## config.mk

```make
export PLATFORM = sky130hd
export DESIGN_NAME = prach_hb1_sched_flat
export DESIGN_NICKNAME = d
export VERILOG_FILES = /design/src/rtl/prach_hb1_sched_if.sv /design/src/rtl/prach_hb1_sched.sv /design/src/flat_wrapper.sv
export SDC_FILE = /design/constraint.sdc
export NUM_CORES = 1
export LEC_CHECK = 0
export ABC_CLOCK_PERIOD_IN_PS = 5900
export CAP_MARGIN = 20
export CORE_AREA = 2 2 505 507
export CTS_BUF_LIST = sky130_fd_sc_hd__clkbuf_4 sky130_fd_sc_hd__clkbuf_8 sky130_fd_sc_hd__clkbuf_16
export DETAILED_ROUTE_END_ITERATION = 16
export DIE_AREA = 0 0 507 509
export SETUP_SLACK_MARGIN = 0.02
export SKIP_LAST_GASP = 1
export SYNTH_ARGS = -nofsm -noshare
export SYNTH_HDL_FRONTEND = slang
export SYNTH_SLANG_ARGS = --single-unit
```

## constraint.sdc

```tcl
create_clock -name clk -period 5.9 [get_ports clk]
set_clock_uncertainty 0.05 [all_clocks]
set_input_delay 0.885 -clock clk [delete_from_list [all_inputs] [get_ports clk]]
set_output_delay 0.885 -clock clk [all_outputs]
set_load 0.01 [all_outputs]
```

## src/rtl/prach_hb1_sched_if.sv

```systemverilog
// Bus bundle between the per-channel upstream buffers, the HB1 scheduler and prach_hb1.
// The scheduler uses the master side; the upstream/filter environment uses the slave side.
interface prach_hb1_sched_if #(
  parameter int NUM_CH = 12
);
  logic                         en;
  logic [NUM_CH-1:0]            req;
  logic [NUM_CH-1:0][2:0][15:0] in_dp1;
  logic [NUM_CH-1:0][2:0][15:0] in_dp2;
  logic [NUM_CH-1:0]            grant;
  logic [2:0][15:0]             hb_dp1;
  logic [2:0][15:0]             hb_dp2;
  logic                         hb_dv;
  logic [7:0]                   hb_chn;
  logic                         hb_sync;
  logic [NUM_CH-1:0]            ovf;
  logic                         ovf_clr;
  logic                         busy;

  modport master (
    input  en, req, in_dp1, in_dp2, ovf_clr,
    output grant, hb_dp1, hb_dp2, hb_dv, hb_chn, hb_sync, ovf, busy
  );

  modport slave (
    output en, req, in_dp1, in_dp2, ovf_clr,
    input  grant, hb_dp1, hb_dp2, hb_dv, hb_chn, hb_sync, ovf, busy
  );
endinterface

```

## src/rtl/prach_hb1_sched.sv

```systemverilog
// TDM round-robin scheduler feeding the 3-lane PRACH HB1 decimator: one issue slot per
// requesting channel per frame, registered sample/valid/channel/sync outputs, sticky overruns.
module prach_hb1_sched #(
  parameter int NUM_CH    = 12,
  parameter int FRAME_LEN = 16
) (
  input logic                 clk,
  input logic                 rst,
  prach_hb1_sched_if.master   bus
);

  localparam int CNT_W = (FRAME_LEN > 1) ? $clog2(FRAME_LEN) : 1;
  localparam int PTR_W = (NUM_CH > 1) ? $clog2(NUM_CH) : 1;
  localparam logic [CNT_W-1:0] CNT_LAST = CNT_W'(FRAME_LEN - 1);
  localparam logic [PTR_W-1:0] PTR_LAST = PTR_W'(NUM_CH - 1);

  typedef enum logic [1:0] {IDLE, RUN, STOP} state_t;

  state_t            state_q, state_d;
  logic [CNT_W-1:0]  cnt_q, cnt_d;
  logic [PTR_W-1:0]  rr_ptr_q, rr_ptr_d;
  logic [NUM_CH-1:0] served_q, served_d;
  logic [NUM_CH-1:0] ovf_q, ovf_d;
  logic [2:0][15:0]  hb_dp1_q, hb_dp1_d;
  logic [2:0][15:0]  hb_dp2_q, hb_dp2_d;
  logic              hb_dv_q, hb_dv_d;
  logic [7:0]        hb_chn_q, hb_chn_d;
  logic              hb_sync_q, hb_sync_d;
  logic              busy_q, busy_d;

  logic              active;
  logic              frame_start;
  logic              frame_end;
  logic [NUM_CH-1:0] served_eff;
  logic [NUM_CH-1:0] eligible;
  logic [NUM_CH-1:0] grant;
  logic [NUM_CH-1:0] ovf_set;
  logic              found;
  logic [PTR_W-1:0]  sel;
  int unsigned       scan_idx;

  assign active      = (state_q != IDLE);
  assign frame_start = (cnt_q == '0);
  assign frame_end   = (cnt_q == CNT_LAST);

  always_comb begin
    state_d = state_q;
    cnt_d   = cnt_q;
    case (state_q)
      IDLE: begin
        cnt_d = '0;
        if (bus.en) state_d = RUN;
      end
      RUN: begin
        cnt_d = frame_end ? '0 : cnt_q + CNT_W'(1);
        if (!bus.en) state_d = STOP;
      end
      STOP: begin
        cnt_d = frame_end ? '0 : cnt_q + CNT_W'(1);
        if (bus.en)         state_d = RUN;
        else if (frame_end) state_d = IDLE;
      end
      default: begin
        state_d = IDLE;
        cnt_d   = '0;
      end
    endcase
  end

  // The served mask is logically empty in the first slot of every frame.
  always_comb begin
    served_eff = frame_start ? '0 : served_q;
    eligible   = active ? (bus.req & ~served_eff) : '0;
    found      = 1'b0;
    sel        = '0;
    scan_idx   = 0;
    for (int i = 0; i < NUM_CH; i++) begin
      scan_idx = int'(rr_ptr_q) + i;
      if (scan_idx >= NUM_CH) scan_idx = scan_idx - NUM_CH;
      if (!found && eligible[PTR_W'(scan_idx)]) begin
        found = 1'b1;
        sel   = PTR_W'(scan_idx);
      end
    end
    grant = '0;
    if (found) grant[sel] = 1'b1;
  end

  always_comb begin
    rr_ptr_d = rr_ptr_q;
    if (found) rr_ptr_d = (sel == PTR_LAST) ? '0 : sel + PTR_W'(1);
    served_d = active ? (served_eff | grant) : '0;
    ovf_set  = (active && frame_end) ? (bus.req & ~served_eff & ~grant) : '0;
    ovf_d    = (bus.ovf_clr ? '0 : ovf_q) | ovf_set;
    hb_dv_d  = found;
    hb_dp1_d = found ? bus.in_dp1[sel] : hb_dp1_q;
    hb_dp2_d = found ? bus.in_dp2[sel] : hb_dp2_q;
    hb_chn_d = found ? 8'(sel) : hb_chn_q;
    hb_sync_d = active && frame_start;
    busy_d    = active;
  end

  always_ff @(posedge clk or posedge rst) begin
    if (rst) begin
      state_q   <= IDLE;
      cnt_q     <= '0;
      rr_ptr_q  <= '0;
      served_q  <= '0;
      ovf_q     <= '0;
      hb_dp1_q  <= '0;
      hb_dp2_q  <= '0;
      hb_dv_q   <= 1'b0;
      hb_chn_q  <= '0;
      hb_sync_q <= 1'b0;
      busy_q    <= 1'b0;
    end else begin
      state_q   <= state_d;
      cnt_q     <= cnt_d;
      rr_ptr_q  <= rr_ptr_d;
      served_q  <= served_d;
      ovf_q     <= ovf_d;
      hb_dp1_q  <= hb_dp1_d;
      hb_dp2_q  <= hb_dp2_d;
      hb_dv_q   <= hb_dv_d;
      hb_chn_q  <= hb_chn_d;
      hb_sync_q <= hb_sync_d;
      busy_q    <= busy_d;
    end
  end

  assign bus.grant   = grant;
  assign bus.hb_dp1  = hb_dp1_q;
  assign bus.hb_dp2  = hb_dp2_q;
  assign bus.hb_dv   = hb_dv_q;
  assign bus.hb_chn  = hb_chn_q;
  assign bus.hb_sync = hb_sync_q;
  assign bus.ovf     = ovf_q;
  assign bus.busy    = busy_q;

endmodule
```

## src/flat_wrapper.sv

```systemverilog
// flat-port wrapper written by rule: the top's interface ports become plain ports
module prach_hb1_sched_flat 
#(
  parameter int NUM_CH    = 12,
  parameter int FRAME_LEN = 16
)
  (clk, rst, bus_en, bus_req, bus_in_dp1, bus_in_dp2, bus_ovf_clr, bus_grant, bus_hb_dp1, bus_hb_dp2, bus_hb_dv, bus_hb_chn, bus_hb_sync, bus_ovf, bus_busy);
  prach_hb1_sched_if #(.NUM_CH(NUM_CH)) bus_i ();
  input logic clk;
  input logic rst;
  input wire logic [$bits(bus_i.en)-1:0] bus_en;
  input wire logic [$bits(bus_i.req)-1:0] bus_req;
  input wire logic [$bits(bus_i.in_dp1)-1:0] bus_in_dp1;
  input wire logic [$bits(bus_i.in_dp2)-1:0] bus_in_dp2;
  input wire logic [$bits(bus_i.ovf_clr)-1:0] bus_ovf_clr;
  output wire logic [$bits(bus_i.grant)-1:0] bus_grant;
  output wire logic [$bits(bus_i.hb_dp1)-1:0] bus_hb_dp1;
  output wire logic [$bits(bus_i.hb_dp2)-1:0] bus_hb_dp2;
  output wire logic [$bits(bus_i.hb_dv)-1:0] bus_hb_dv;
  output wire logic [$bits(bus_i.hb_chn)-1:0] bus_hb_chn;
  output wire logic [$bits(bus_i.hb_sync)-1:0] bus_hb_sync;
  output wire logic [$bits(bus_i.ovf)-1:0] bus_ovf;
  output wire logic [$bits(bus_i.busy)-1:0] bus_busy;
  assign bus_i.en = bus_en;
  assign bus_i.req = bus_req;
  assign bus_i.in_dp1 = bus_in_dp1;
  assign bus_i.in_dp2 = bus_in_dp2;
  assign bus_i.ovf_clr = bus_ovf_clr;
  assign bus_grant = bus_i.grant;
  assign bus_hb_dp1 = bus_i.hb_dp1;
  assign bus_hb_dp2 = bus_i.hb_dp2;
  assign bus_hb_dv = bus_i.hb_dv;
  assign bus_hb_chn = bus_i.hb_chn;
  assign bus_hb_sync = bus_i.hb_sync;
  assign bus_ovf = bus_i.ovf;
  assign bus_busy = bus_i.busy;
  prach_hb1_sched #(.NUM_CH(NUM_CH), .FRAME_LEN(FRAME_LEN)) u_core (.clk(clk), .rst(rst), .bus(bus_i));
endmodule
```

Word level (Yosys, flattened, before mapping)
Cells that the tools add are included.
- bits of input ports: 1168
- register bits after elaboration: 137
- reductions and logical operators: 30
- equal/unequal tests: 7
- add/sub/neg operators: 25
- bitwise operators: 6
- $lt $le $gt $ge: 26
- mux-type cells: 80
- operators by type and width (cell ; number):
    48-bit binary-select mux with 4-bit select ; 2
    4-bit two-way mux ; 27
    48-bit two-way mux ; 2
    12-bit two-way mux ; 6
    4-bit by 5-bit < comparator with 1-bit output (second input constant) ; 13
    5-bit by 4-bit >= comparator with 1-bit output (second input constant) ; 11
    1-bit binary-select mux with 4-bit select ; 12
    4-bit subtractor (second input constant) ; 12
    1-bit two-way mux ; 25
    12-bit bitwise AND ; 2
    12-bit NOT ; 2
    12-bit bitwise OR ; 2
    4-bit by 3-bit adder with 5-bit output (second input constant) ; 4
    4-bit by 4-bit adder with 5-bit output (second input constant) ; 4
    1-bit logical AND ; 14
    1-bit zero test ; 11
    4-bit by 2-bit adder with 5-bit output (second input constant) ; 2
    4-bit by 1-bit adder with 4-bit output (second input constant) ; 2
    4-bit == test (second input constant) ; 2
    2-bit two-way mux ; 4
    2-bit case mux with 3 select lines ; 1
    4-bit by 1-bit adder with 5-bit output (second input constant) ; 1
    1-bit demux with 4-bit select ; 1
    4-bit by 1-bit >= comparator with 1-bit output (second input constant) ; 1
    10 further kinds ; 11

Logic depth before layout (Yosys ltp)
- depth after elaboration: 50
- gate-level depth with buffers: 26

Least setup slack after synthesis
Ideal clock, no wire load.
- path kind: register to output
- start: register u_core.rr_ptr_q[2]
- end: output port bus_grant[3]
- path buffers: 5
- cell stages (with the launch flop): 25
- data required time: 4.965 ns
- arrival: 5.072 ns
- slack: -0.107 ns
- cells stage by stage: dfrtp_1 > buf_4 > inv_1 > ha_1 > a21boi_0 > xnor2_1 > ha_1 > a21o_1 > o21ai_2 > o41ai_2 > or3_1 > a31o_1 > buf_2 > nor3_2 > a22o_1 > a221oi_2 > o22ai_1 > nand2_4 > inv_4 > buf_2 > buf_2 > buf_2 > ha_1 > inv_1 > nor4_1
- word-level cells in the longest chain between the ends: 43
- elaborated cells between the ends (all ways): 123
- classes of those cells: add/sub (23); order compare (14); mux (63); reduce/logical (23)
- ends and longest elaborated chain (item ; line ; text):
    start: declaration ; prach_hb1_sched.sv:21 ; logic [PTR_W-1:0] rr_ptr_q, rr_ptr_d;
    start signal: assignment ; prach_hb1_sched.sv:119 ; rr_ptr_q <= rr_ptr_d;
    branches (longest 42 deep; another with 4-bit by 1-bit adder with 5-bit output) ; - ;
    12-bit two-way mux (*) ; prach_hb1_sched.sv:86 ; if (found) grant[sel] = 1'b1;
    end: declaration ; flat_wrapper.sv:16 ; output wire logic [$bits(bus_i.grant)-1:0] bus_grant;
Every way passes the cells marked *. The select of a mux whose other input is x is not followed.

Worst setup path after layout
- start: register u_core.rr_ptr_q[1]
- end: output port bus_grant[3]
The elaborated chain is that of the path after synthesis.

==> run metrics <==
status complete, no violations; final setup fails 0; share of layout cells above drive strength 1 10.9%; Fill cells 29200; Worst-path clk slew approximately 0.10 ns; 1st-iter DRT viols ~2500; Startpoint Class flip-flop; initial antenna violation count 179; Root Buffer clkbuf_16; most used flip-flop cell after synthesis dfrtp_1; Core Region approximately 250000 um^2; final hold vios 0; routed vias/inst 3.68; Cells after Synth 2689; CTS Buffer Depth 2; first-pass GRT wire length approximately 270000 um; HP Class flip-flop to flip-flop; Routed Antenna Nets 0; unrepaired setup endpoints after global routing true; clk sinks around 140; Site Rows around 190; CP required 4.97 ns; DR WL/cell 28.8 um; total track usage between 15 and 20%; GRT overflow 0; synthesized area per cell 6.44 um^2; RePlAce Congestion 0.953; First-pass DRT Iterations 5; Synth async-reset ratio 100%; Buffers on Ports 1294; Final Slew Violations 0; drc violations 0; Max H-tree Level 4; TNS Setup 0 ns; Detailed Route WL around 210000 um; PnR worst setup slack 0.155 ns; CTS Buf Count 17; die width 507 um; placed insts 7358; Starting Density 6.85%; die area 258000 um^2; worst slew pin tran 0.976 ns; Syn. warnings 0; Post-synth EDFFs 0; Setup Crit Path Kind flip-flop to output pin; non-filler cells, final 7461; Yosys cell types between 90 and 100; Netlist Area Pre-Place about 17000 um^2; MaxCap Viol Count 0; half-perimeter wire length after placement 186000 um; FF+latch count, synth 137; Vias 27400; most frequent cells in the layout clkdlybuf4s50_1 (1282), nand2_1 (956), nand3_1 (699), buf_4 (205), dfrtp_1 (134); WP data arrival 4.81 ns; register area share after synthesis 19.8%; CTS Hold Bufs 0; net count reported at finish 5223; Die Y between 500 and 600 um; hold slack 0.427 ns; Crit. End Element output pin; most common cell after layout, fill and taps aside clkdlybuf4s50_1; crit share post-route 97.4%; CTS tree built; vias in the first global route 26000; fin crit period 5.75 ns; Worst Setup Slack post-DPL 0.00391 ns; I/O Pins 1299; worst skew pair latency 0.55 ns; area grow syn2layout 114%; largest net degree at the start of global routing between 90 and 100; Max Fclk 174 MHz; relative slew slack approximately a third; crit-path max FO 12
==> cells in the mapped netlist (4+ instances only) <==
cell      count  area (um^2)
a211o_1       5         43.8
a211oi_1     11         82.6
a21o_1       10         75.1
a21oi_1      40          200
a22o_1       23          201
a31oi_1       5         31.3
a32oi_1      76          666
and2_1       11         68.8
and3_1       10         62.6
buf_1        11         41.3
buf_2       113          566
buf_4         9         67.6
buf_8         4         60.1
clkbuf_1     95          357
dfrtp_1     137         3430
ha_1         31          388
inv_1        43          161
inv_2         4         15.0
mux2i_1      48          480
mux4_1        4          105
mux4_2       36          811
nand2_1     959         3600
nand2b_1     10         62.6
nand3_1     700         3500
nor2_1       47          176
nor3_1       16         80.1
o211ai_1     10         75.1
o21a_1        7         52.6
o21ai_0      18         90.1
o21ai_1       6         30.0
o21ai_4       7          114
o221ai_1     21          184
o22a_1       31          272
o22ai_1      22          138
o311a_1       4         40.0
o32ai_1      13          114
xnor2_1       7         61.3
xor2_1        5         43.8
==> flip-flops by register name (all words and copies together) (netlist names) <==
name                count
u_core.bus.hb_dp2      48
u_core.state_q          2
u_core.served_q        12
u_core.bus.hb_dp1      48
u_core.bus.hb_dv        1
u_core.cnt_q            4
u_core.bus.busy         1
u_core.bus.hb_chn       4
u_core.bus.ovf         12
u_core.rr_ptr_q         4
u_core.bus.hb_sync      1
==> area by class of cell <==
type / count / area, um^2 / area share [%]
Multi-Input combinational cell: 2272 / 13000 / 35.1
Tap cell: 3366 / 4210 / 11.3
Timing Repair Buffer: 1547 / 15500 / 41.7
Antenna cell: 59 / 148 / 0.397
Inverter: 49 / 218 / 0.586
Clock inverter: 14 / 186 / 0.502
Clock buffer: 17 / 425 / 1.15
Sequential cell: 137 / 3430 / 9.24
==> stage by stage <==
step	util [%]	area [um^2]
after floorplan	-	17300
after global placement	14.2	35900
after detailed placement	14.2	35900
after CTS	14.5	36700
after global routing	14.7	37100
final	14.7	37200
==> path summary, 6_finish.rpt <==
| check | start | to | slack (ns) | depth (start not counted) |
|---|---|---|---|---|
| max in group asynchronous | rst | u_core.rr_ptr_q[2] | 3.82 | 3 |
| worst min-delay path | u_core.bus.hb_chn[0] | u_core.bus.hb_chn[0] | 0.43 | 2 |
| min in group asynchronous | rst | u_core.bus.hb_dp2[26] | 0.69 | 2 |
| worst max-delay path | u_core.rr_ptr_q[1] | bus_grant[3] | 0.15 | 21 |
| worst max register to register | u_core.rr_ptr_q[1] | u_core.bus.hb_dp1[12] | 0.56 | 24 |
| worst min register to register | u_core.bus.hb_chn[0] | u_core.bus.hb_chn[0] | 0.43 | 2 |
==> critical path, stage by stage (launching register included) <==
cell,delay [ns]
dfrtp_2,0.46
buf_6,0.17
ha_1,0.26
a21oi_2,0.19
xnor2_1,0.11
ha_1,0.23
o21a_1,0.22
o21ai_1,0.16
nand3_1,0.15
nor3b_2,0.21
o31ai_2,0.27
buf_4,0.19
buf_4,0.16
buf_4,0.14
nand3_1,0.10
o311a_1,0.15
a21o_4,0.22
inv_8,0.05
ha_4,0.16
inv_1,0.08
nor4_4,0.37
buf_12,0.17
==> repair_timing <==
item                       in CTS  in global routing
resized for setup              39                 51
pin swaps                       4                 17
setup endpoints to repair      12                 12
buffers inserted                4                  9
==> cells by family after synthesis <==
logic type	synth area share, %
AOI/OAI and AO/OA	16.7
other	0.0216
muxes	8.19
xor gates and xnor gates	0.701
DFF	19.8
adders and majority gates	2.24
and+or+nand+nor	44.8
buffers and inverters	7.50
==> routing by layer <==
metal | wire length (um) | GRT usage (%) | vias up
met1 | 89600 | 19.9 | 13000
met4 | 8100 | 5.63 | 88
met2 | 92700 | 24.2 | 1699
met3 | 23800 | 6.85 | 360
li1 | - | - | 12300
met5 | 586 | 0 | -
Power is not shown: default switching activity piles up to over one toggle a cycle in this logic, so the estimate is an artifact.
==> RTL change (config.mk and constraints unchanged) <==
`FRAME_LEN` is set to 16 in 2 places; all go to 8.
--- a/src/rtl/prach_hb1_sched.sv
+++ b/src/rtl/prach_hb1_sched.sv
@@ -4,3 +4,3 @@
   parameter int NUM_CH    = 12,
-  parameter int FRAME_LEN = 16
+  parameter int FRAME_LEN = 8
 ) (
--- a/src/flat_wrapper.sv
+++ b/src/flat_wrapper.sv
@@ -4,3 +4,3 @@
   parameter int NUM_CH    = 12,
-  parameter int FRAME_LEN = 16
+  parameter int FRAME_LEN = 8
 )
Function: not settled (the Yosys comparison gave no result); the edit may change what the design does.
==> RTL change against the unedited design <==
Setup slack got worse by 0.081 ns; global-route usage up 0.48 points; critical path depth rose by 1; design area is 2.3% higher; routed wire length rose by 3.6%; register-to-register slack got worse by 0.37 ns; first-iteration DRC count down 28%; sequential cell count fell by 1; non-clock buffer count increased by 85; synthesized area down 0.72%; largest cell class unchanged.
Power is not shown: default switching activity piles up to over one toggle a cycle in this logic, so the estimate is an artifact.
==> RTL change: results (changes against the unedited design) <==
GRT:
- The routing usage on met1 came to 19.4% (-0.57 points).
- The initial antenna violation count was 211 (+18%).
- The met3 usage in global routing is 6.53% (-0.33 points).
- The total global routing track utilization is 16.4% (+0.48 points).
- The pin count of the biggest net entering global routing is 75 (-22%).

Finish:
- The filler cell count in the final layout is 28.7k (-1.7%).
- The total number of nets in the final design is 4704 (-9.9%).
- The share of layout cells above drive strength 1 is 14.5% (+3.6 points).

Placed design:
- The final weighted congestion of routability-driven global placement is 0.993 (+4.2%).
- The final HPWL from detailed placement is 195 mm (+4.6%).
- The post-place instance area is 0.0363 mm2 (+0.97%).

Worst setup path:
- The setup slack of the most critical reg-to-reg path came to 0.19 ns (-0.37 ns).
- The top fanout value on the critical path is 8 (-4).
- The worst stage delay on the critical path is 0.49 ns (+0.03 ns).
- Among all stages on the critical path, the largest delay is contributed by sky130_fd_sc_hd__ha_2.

Detailed routing:
- The count of routing violations after the opening detailed-route iteration was 1832 (-28%).
- The total wire length after detailed routing was 223 mm (+3.6%).
- The total via count in the routed design is 26.0k (-5.4%).

Synth:
- The unique cell type count in the Yosys netlist is 89 (-2.2%).
- The commonest cells after synthesis are 363 x sky130_fd_sc_hd__mux2i_1, 273 x sky130_fd_sc_hd__nand2_1, 136 x sky130_fd_sc_hd__dfrtp_1, 131 x sky130_fd_sc_hd__a211oi_1.
- In the post-synthesis netlist, the biggest area contributors are sky130_fd_sc_hd__mux2i_1 21%, sky130_fd_sc_hd__dfrtp_1 20%, sky130_fd_sc_hd__nand2_1 6.0%, sky130_fd_sc_hd__a211oi_1 5.7%, sky130_fd_sc_hd__a311oi_1 5.6%.

Timing:
- The slew at the pin with the worst max-slew slack came to 1.06 ns (+0.0827 ns).
- The worst hold margin is 0.450 ns (+0.0229 ns).

Clocking:
- The source-to-sink clock delay at the later pin of the worst-skew pair is 0.58 ns (+0.03 ns).

Run status:
- The flow ran to the end, and the final reports show no timing, DRC or antenna violations.
## RTL change: cell count changes in the layout (fill, tap and decap cells not counted), sizes merged, moves of 39 or more
cell / unedited run / this run
a311oi: 1 / 109
mux2i: 48 / 363
nand3: 700 / 18
o221ai: 23 / 62
mux4: 40 / 0
o31a: 0 / 60
a32oi: 76 / 3
a211oi: 12 / 133
o22ai: 23 / 126
nand2: 961 / 273
and3: 10 / 117
buf: 262 / 348
nand2b: 10 / 71
## RTL change: worst register-to-register path: cells and delay by family, from the launching register on
family / cells / cell delay, ns
multiplexers: 1 / 0.52
flip-flops: 1 / 0.47
adder cells (fa/ha/maj): 1 / 0.49
AO/OA/AOI/OAI: 5 / 1.60
buffers and inverters: 9 / 1.56
AND/OR/NAND/NOR: 5 / 0.90
## RTL change: path summary, 6_finish.rpt
kind,startpoint,endpoint,cells past startpoint
min,u_core.bus.hb_dp2[28]$_DFFE_PP0P_,u_core.bus.hb_dp2[28]$_DFFE_PP0P_,1
max,u_core.rr_ptr_q[0]$_DFFE_PP0P_,bus_grant[1],22
max reg2reg,u_core.rr_ptr_q[0]$_DFFE_PP0P_,u_core.bus.hb_dp1[33]$_DFFE_PP0P_,21
max in group asynchronous,rst,u_core.bus.hb_dp1[19]$_DFFE_PP0P_,3
min reg2reg,u_core.bus.hb_dp2[28]$_DFFE_PP0P_,u_core.bus.hb_dp2[28]$_DFFE_PP0P_,1
min in group asynchronous,rst,u_core.served_q[3]$_DFF_PP0_,2
## RTL change: kinds of logic after synthesis
logic type / count (synthesis) / synth area share, %
compound gates: 680 / 31.5
simple gates: 579 / 16.6
mux: 366 / 21.3
buf+inv: 265 / 7.80
flops: 136 / 19.8
fa+ha+maj: 32 / 2.33
xor+xnor: 9 / 0.655
other cells: 1 / 0.0218
## RTL change: through the flow
step	worst slack, ns	instances
finish	0.0739	6967
global route	-0.101	6929
global placement	-0.339	6807
floorplan	0.0288	2071
detailed placement	-0.311	6809
CTS	0.0295	6863
## RTL change: per-layer routing
layer / vias to the layer above / wire [um]
met5: - / 607
met4: 90 / 10400
li1: 11100 / -
met3: 422 / 22300
met1: 12600 / 88900
met2: 1697 / 100000
## RTL change: cell type report
cell class                 count  area (um2)  area share, %
timing repair buffer        1632       16300           42.9
multi-input combinational   1671       13100           34.3
tap                         3366        4210           11.1
sequential                   136        3410           8.96
clock buffer                  17         425           1.12
inverter                      46         210          0.553
antenna                       84         210          0.553
clock inverter                15         203          0.533
## RTL change: repair_timing
item	in CTS	in global routing
cloned	0	3
pin swaps	17	26
buffers inserted	23	17
endpoints found under the hold margin	0	0
endpoints found under the setup margin	30	39
resized for setup	59	70
